--- src/rtl/imm_extend_unit.sv ---
// ---------------------------------------------------------------------------
// imm_extend_unit
//    Pipelined immediate generator for the decode stage. Widens an IN_W-bit
//    immediate to OUT_W bits (zero-extend, sign-extend or upper placement),
//    optionally prefixed by PFX_W upper bits deposited by an earlier prefix
//    transaction. The result is registered behind a valid/ready handshake.
//
// Ports:
//    clk, rst        clock, synchronous active-high reset
//    flush           drop held output and any pending prefix
//    in_valid/ready  input handshake (in_ready = !out_valid || out_ready)
//    imm_in          raw immediate field
//    pfx_in          prefix bits, used when pfx_load=1
//    pfx_load        transaction is a prefix (produces no output)
//    mode            00 zero, 01 sign, 10 upper, 11 treated as 01
//    out_valid/ready output handshake
//    imm_out         extended immediate
//    pfx_pending     a prefix is stored and awaiting its immediate
//    err             (IMM_EXTEND_ERR_EN only) sticky: reserved mode used or
//                    a pending prefix was overwritten; cleared only by rst
//
// Build option: define IMM_EXTEND_ERR_EN to add the err output.
// Parameters must satisfy IN_W + PFX_W <= OUT_W.
// ---------------------------------------------------------------------------
module imm_extend_unit #(
   parameter int unsigned IN_W  = 3,
   parameter int unsigned PFX_W = 5,
   parameter int unsigned OUT_W = 8
) (
   input  logic             clk,
   input  logic             rst,
   input  logic             flush,
   input  logic             in_valid,
   output logic             in_ready,
   input  logic [IN_W-1:0]  imm_in,
   input  logic [PFX_W-1:0] pfx_in,
   input  logic             pfx_load,
   input  logic [1:0]       mode,
   output logic             out_valid,
   input  logic             out_ready,
   output logic [OUT_W-1:0] imm_out,
   output logic             pfx_pending
`ifdef IMM_EXTEND_ERR_EN
   ,
   output logic             err
`endif
);

   localparam int unsigned LONG_W = PFX_W + IN_W;
   localparam int unsigned PAD_S  = OUT_W - IN_W;

   typedef enum logic {
      NO_PFX   = 1'b0,
      PFX_HELD = 1'b1
   } state_e;

   state_e             state_q, state_d;
   logic [PFX_W-1:0]   pfx_q, pfx_d;
   logic               out_valid_q, out_valid_d;
   logic [OUT_W-1:0]   imm_out_q, imm_out_d;

   logic               accept;
   logic [OUT_W-1:0]   short_ext;
   logic [OUT_W-1:0]   long_ext;
   logic [LONG_W-1:0]  v_long;

   // Extension of the bare immediate (no prefix held)
   always_comb begin
      short_ext = '0;
      case (mode)
         2'b00:   short_ext = {{PAD_S{1'b0}}, imm_in};
         2'b10:   short_ext = {imm_in, {PAD_S{1'b0}}};
         default: short_ext = {{PAD_S{imm_in[IN_W-1]}}, imm_in};
      endcase
   end

   // Extension of the prefixed immediate; when it already fills the word the
   // mode has no effect, which also avoids zero-width replications.
   always_comb v_long = {pfx_q, imm_in};

   generate
      if (LONG_W == OUT_W) begin : g_long_full
         always_comb long_ext = v_long;
      end else begin : g_long_pad
         localparam int unsigned PAD_L = OUT_W - LONG_W;
         always_comb begin
            long_ext = '0;
            case (mode)
               2'b00:   long_ext = {{PAD_L{1'b0}}, v_long};
               2'b10:   long_ext = {v_long, {PAD_L{1'b0}}};
               default: long_ext = {{PAD_L{v_long[LONG_W-1]}}, v_long};
            endcase
         end
      end
   endgenerate

   always_comb begin
      in_ready    = !out_valid_q || out_ready;
      out_valid   = out_valid_q;
      imm_out     = imm_out_q;
      pfx_pending = (state_q == PFX_HELD);
   end

   // Flush wins over a simultaneous input, so the input is never accepted.
   always_comb accept = in_valid && in_ready && !flush;

   always_comb begin
      state_d     = state_q;
      pfx_d       = pfx_q;
      out_valid_d = out_valid_q;
      imm_out_d   = imm_out_q;

      if (flush) begin
         out_valid_d = 1'b0;
         state_d     = NO_PFX;
      end else begin
         if (out_ready) begin
            out_valid_d = 1'b0;
         end
         if (accept) begin
            if (pfx_load) begin
               pfx_d   = pfx_in;
               state_d = PFX_HELD;
            end else begin
               out_valid_d = 1'b1;
               imm_out_d   = (state_q == PFX_HELD) ? long_ext : short_ext;
               state_d     = NO_PFX;
            end
         end
      end
   end

   always_ff @(posedge clk) begin
      if (rst) begin
         state_q     <= NO_PFX;
         pfx_q       <= '0;
         out_valid_q <= 1'b0;
         imm_out_q   <= '0;
      end else begin
         state_q     <= state_d;
         pfx_q       <= pfx_d;
         out_valid_q <= out_valid_d;
         imm_out_q   <= imm_out_d;
      end
   end

`ifdef IMM_EXTEND_ERR_EN
   logic err_q, err_d;

   always_comb begin
      err_d = err_q;
      if (accept) begin
         if (pfx_load && (state_q == PFX_HELD)) begin
            err_d = 1'b1;
         end
         if (!pfx_load && (mode == 2'b11)) begin
            err_d = 1'b1;
         end
      end
   end

   always_ff @(posedge clk) begin
      if (rst) begin
         err_q <= 1'b0;
      end else begin
         err_q <= err_d;
      end
   end

   always_comb err = err_q;
`endif

endmodule

--- config.mk ---
export PLATFORM = sky130hd
export DESIGN_NAME = imm_extend_unit
export DESIGN_NICKNAME = d
export VERILOG_FILES = /design/src/rtl/imm_extend_unit.sv
export SDC_FILE = /design/constraint.sdc
export NUM_CORES = 1
export LEC_CHECK = 0
export CAP_MARGIN = 25
export CORE_UTILIZATION = 40
export CTS_CLUSTER_SIZE = 8
export DETAILED_ROUTE_END_ITERATION = 7
export PLACE_DENSITY = 0.73
export SYNTH_ARGS = -nofsm -noshare
export SYNTH_HDL_FRONTEND = slang
export SYNTH_SLANG_ARGS = --single-unit
--- constraint.sdc ---
create_clock -name clk -period 1.5 [get_ports clk]
set_input_delay 0.3 -clock clk [delete_from_list [all_inputs] [get_ports clk]]
set_output_delay 0.3 -clock clk [all_outputs]
set_load 0.02 [all_outputs]
After elaboration in Yosys (flattened, before gate mapping)
Index checks and enable logic that the tools add are counted.
- bitwise logic cells: 2
- mux-type cells: 6
- equality and inequality tests: 1
- reduce and logical (&&, ||, !) cells: 9
- operator list (cell ; number):
    $pmux W8 S2 ; 1
    $mux W8 ; 1
    $reduce_and A3 Y1 ; 2
    $mux W1 ; 4
    $eq A2 B2 Y1 const B ; 1
    $logic_and A1 B1 Y1 ; 2
    $logic_not A1 Y1 ; 2
    $logic_not A2 Y1 ; 1
    $not A1 Y1 ; 2
    $reduce_or A2 Y1 ; 1
    $logic_or A1 B1 Y1 ; 1
- output and inout bits: 11
- register bits: 15
- logic and storage cells: 22

Logic depth before layout (Yosys ltp)
Gate-level depths: netlist (run 1).
- depth in word-level cells: 5
- mapped depth: 6

Least setup slack after synthesis (run 1)
Ideal clock, no wire load.
- path type: register to register
- from: register out_valid_q (netlist: out_valid)
- to: register imm_out_q[5] (netlist: imm_out[5])
- slack: 0.217 ns
- stages on the path, launching flop included: 6
- clock period less this slack: 1.283 ns
- data required time: 1.369 ns
- path buffers: 1
- arrival: 1.152 ns
- setup time: 0.131 ns
- path through: dfxtp_1 -> nand2b_1 -> buf_6 -> nand3b_4 -> a2111oi_0 -> nor3_1
- word-level cells in the longest chain between the ends: 5
- RTL lines (element ; line ; RTL):
    start: declaration ; 59 ; logic out_valid_q, out_valid_d;
    start signal: assignment ; 142 ; out_valid_q <= out_valid_d;
    $logic_not A1 Y1 ; 98 ; in_ready = !out_valid_q || out_ready;
    $logic_or A1 B1 Y1 ; 98 ;
    net in_ready ; 34 ; output logic in_ready,
    $logic_and A1 B1 Y1 (2 in a row) ; 105 ; always_comb accept = in_valid && in_ready && !flush;
    $reduce_and A3 Y1 (no line) ; - ;
    end signal: assignment ; 143 ; imm_out_q <= imm_out_d;
    end: declaration ; 60 ; logic [OUT_W-1:0] imm_out_q, imm_out_d;
The timed path passes the listed nets, and every way through them passes these cells.
A chain may end at the register's enable or synchronous reset.

Worst setup path after layout (run 1)
- from: input port out_ready
- to: output port in_ready
- word-level cells in the longest chain between the ends: 1
- RTL lines (element ; line ; RTL):
    start: declaration ; 40 ; input logic out_ready,
    $logic_or A1 B1 Y1 ; 98 ;
    end: declaration ; 34 ;
Every way passes these cells.

==> results of run 1 <==
-- cell type report --
cell class                 instances  area, sq um
fill                             139          507
multi-input combinational         50          338
timing repair buffer              35          315
sequential                        15          300
clock buffer                       4         26.3
tap                               16         20.0
-- through the flow --
stage                     std cells  setup WS [ns]  area, sq um
after floorplan                  69          0.217          652
after global placement          116         -0.271          973
after detailed placement        116         -0.259          973
after CTS                       120         0.0256          987
after global routing            120        -0.0234         1000
final                           120         0.0338         1000
-- worst max-delay path, cell delays in order --
cell and delay, ns:
clkdlybuf4s50_1 0.45, nand2b_1 0.11, clkdlybuf4s15_1 0.30
-- cell families after synthesis --
logic type / Yosys count / share of synthesized area (%)
AND/OR/NAND/NOR: 31 / 26.9
flip-flops: 15 / 46.1
AO/OA/AOI/OAI: 13 / 13.8
multiplexers: 6 / 9.21
buffers and inverters: 4 / 4.03
-- routing by layer --
layer / wire (microns) / vias to the layer above
met2: 650 / 19
li1: - / 317
met3: 76 / 2
met1: 664 / 275
met5: 0 / -
met4: 14 / 0
-- cell usage in the layout, fill, tap and decap left out, types with 3 or more instances in the layout --
cell	instances
buf_4	9
dlygate4sd2_1	10
nand2_1	5
nor3_1	6
clkbuf_4	3
mux2i_1	6
a21oi_1	3
nor2_1	12
dfxtp_1	15
a211oi_1	4
clkdlybuf4s50_1	15
o211ai_1	3
-- flip-flops by register name, summed over array words and instances (netlist names) --
register	flops
imm_out	8
out_valid	1
pfx_pending	1
pfx_q	5
-- what timing repair did --
| action | CTS | global route |
|---|---|---|
| hold buffers | 0 | 0 |
| setup endpoints to repair | 11 | 2 |
| resized for setup | 12 | 4 |
-- worst min path at each step --
| stage | from | endpoint | slack, ns | cells after the start |
|---|---|---|---|---|
| after floorplan | flush | out_valid | 0.38 | 1 |
| after global placement | imm_out[2] | imm_out[2] | 0.44 | 2 |
| after detailed placement | imm_out[2] | imm_out[2] | 0.45 | 2 |
| after CTS | imm_out[2] | imm_out[2] | 0.46 | 2 |
| after global routing | imm_out[2] | imm_out[2] | 0.47 | 2 |
| final | imm_out[2] | imm_out[2] | 0.45 | 2 |
-- power breakdown --
part | leakage [nW] | switching (mW) | internal (mW)
sequential | 0.122 | 0.00750 | 0.413
clock | 0.0150 | 0.120 | 0.103
combinational | 0.311 | 0.0661 | 0.0831
==> metrics.log, run 1 <==
INFO  metric outcome = finished clean
INFO  metric drive_above_1_share = 17.3%
INFO  metric antenna_cells_inserted = 0
INFO  metric synth_seq_area_share = 46.1%
INFO  metric synth_enable_flop_cells = 0
INFO  metric rrSetupSlack = approximately 0.29 ns
INFO  metric worst_slew_pin_tran = 0.282 ns
INFO  metric hpwlAfterDp = 1040 microns
INFO  metric r2r-start = out_valid
INFO  metric start_kind = input port
INFO  metric cts_max_level = 1
INFO  metric first_pass_grt_wire_length = 2280 microns
INFO  metric detail_route.drc_violations = 0
INFO  metric detail_route.vias_per_cell = 5.11
INFO  metric die_height = 42.4 microns
INFO  metric clk_pin_slew_worst_paths = 0.08 ns
INFO  metric worst-endpoint-required = roughly 1.2 ns
INFO  metric synth_ff_type = dfxtp_1
INFO  metric total_power = 0.793 mW
INFO  metric synth.top_cell.area_share = 46.1%
INFO  metric leakage = between 0.4 and 0.5 nW
INFO  metric initialDrtViolationCount = 9
INFO  metric global_route.peak_usage_layer = met2
INFO  metric row_count = 14
INFO  metric maximum_frequency_from_static_timing_analysis = a little under 0.7 GHz
INFO  metric groute.layer.met2.usage = around 26%
INFO  metric groute.usage.overall = 16.7%
INFO  metric finalMaxSlewViolations = 0
INFO  metric detail_route.wirelength = 1410 microns
INFO  metric gp_congestion = 0.775
INFO  metric design.portCount = 27
INFO  metric tns = 0 ns
INFO  metric synth_area_leaders = dfxtp_1 46%, mux2i_1 9.2%, nor2_1 6.9%
INFO  metric antenna_found_initial = 0
INFO  metric cap_violations = 0
INFO  metric power-per-cell-area = 793 nW/um^2
INFO  metric first_global_vias = roughly 530
INFO  metric worstReg2RegEnd = imm_out[5]
INFO  metric floorplan.core_area = between 1500 and 2000 sq um
INFO  metric critPathArrivalTime = 1.17 ns
INFO  metric setup_failing_eps_final = 0
INFO  metric end_kind = output pin
INFO  metric yosysWarningCount = 0
INFO  metric area_growth = 53.4%
INFO  metric dr_pass1_iterations = 4
INFO  metric start_util = 43.3%
INFO  metric synth.most_common_cell = dfxtp_1
INFO  metric die-width = ~42 microns
INFO  metric postRouteAntennaNets = 0
INFO  metric tritoncts_clock_tree = yes
INFO  metric critPathKind = in -> out
INFO  metric dieArea = ~1800 sq um
INFO  metric use_met1 = a little under a quarter
INFO  metric hold_slack = 0.454 ns
INFO  metric syn-instance-count = between 60 and 70
INFO  metric synth.net_count = 85
INFO  metric clk_latency = 0.27 ns
INFO  metric ir_worst_vdd = 0.430 mV
INFO  metric netlist_top_cells_count = 15 x dfxtp_1, 12 x nor2_1, 6 x mux2i_1, 6 x nor3_1, 5 x nand2_1
INFO  metric timing.final.crit_share = 97.7%
INFO  metric netlist-cell-type-count = 19
INFO  metric synth_top_area_cell = dfxtp_1
INFO  metric worst_case_clock_buffer_depth = 2
INFO  metric ys_seq_elements = 15
INFO  metric routed_wire_length_per_instance = 11.7 microns
INFO  metric post_synthesis_area_per_instance = approximately 9.4 sq um
INFO  metric global_route.usage.met3 = approximately 3.9%
INFO  metric count_of_input_and_output_buffers = 26
INFO  metric cts.root.buffer_cell = clkbuf_4
INFO  metric syn-cell-area = 652 sq um
INFO  metric number_of_buffers_created_by_cts = 3
INFO  metric finish.net_count = around 120
INFO  metric skew = 0.00168 ns
INFO  metric finalHoldViolCount = 0
INFO  metric cts_post_setup_buffers_inserted = 0
INFO  metric vias = 613
INFO  metric async_reset_ff_share = 0%
INFO  metric critical_path_peak_fanout = 2
INFO  metric shortest_clock_period_the_worst_path_allows_after_layout = 1.47 ns
INFO  metric final_util = 66.4%
INFO  metric clock-sinks = 15
INFO  metric startpoint = out_ready
INFO  metric slew_headroom = 81.2%
INFO  metric grt_overflow_total = 0
INFO  metric hp-class = reg -> reg
INFO  metric capture_point_of_the_critical_path = in_ready
INFO  metric worstRegToRegCells = 5
INFO  metric grt_max_degree = 16
No activity file was read; power rests on OpenSTA's default activity.
==> run 2: changes to the inputs <==
- SLEW_MARGIN: unset -> 20
==> results of run 2 <==
The final DEF is identical to that of run 1; final timing and power are the same.
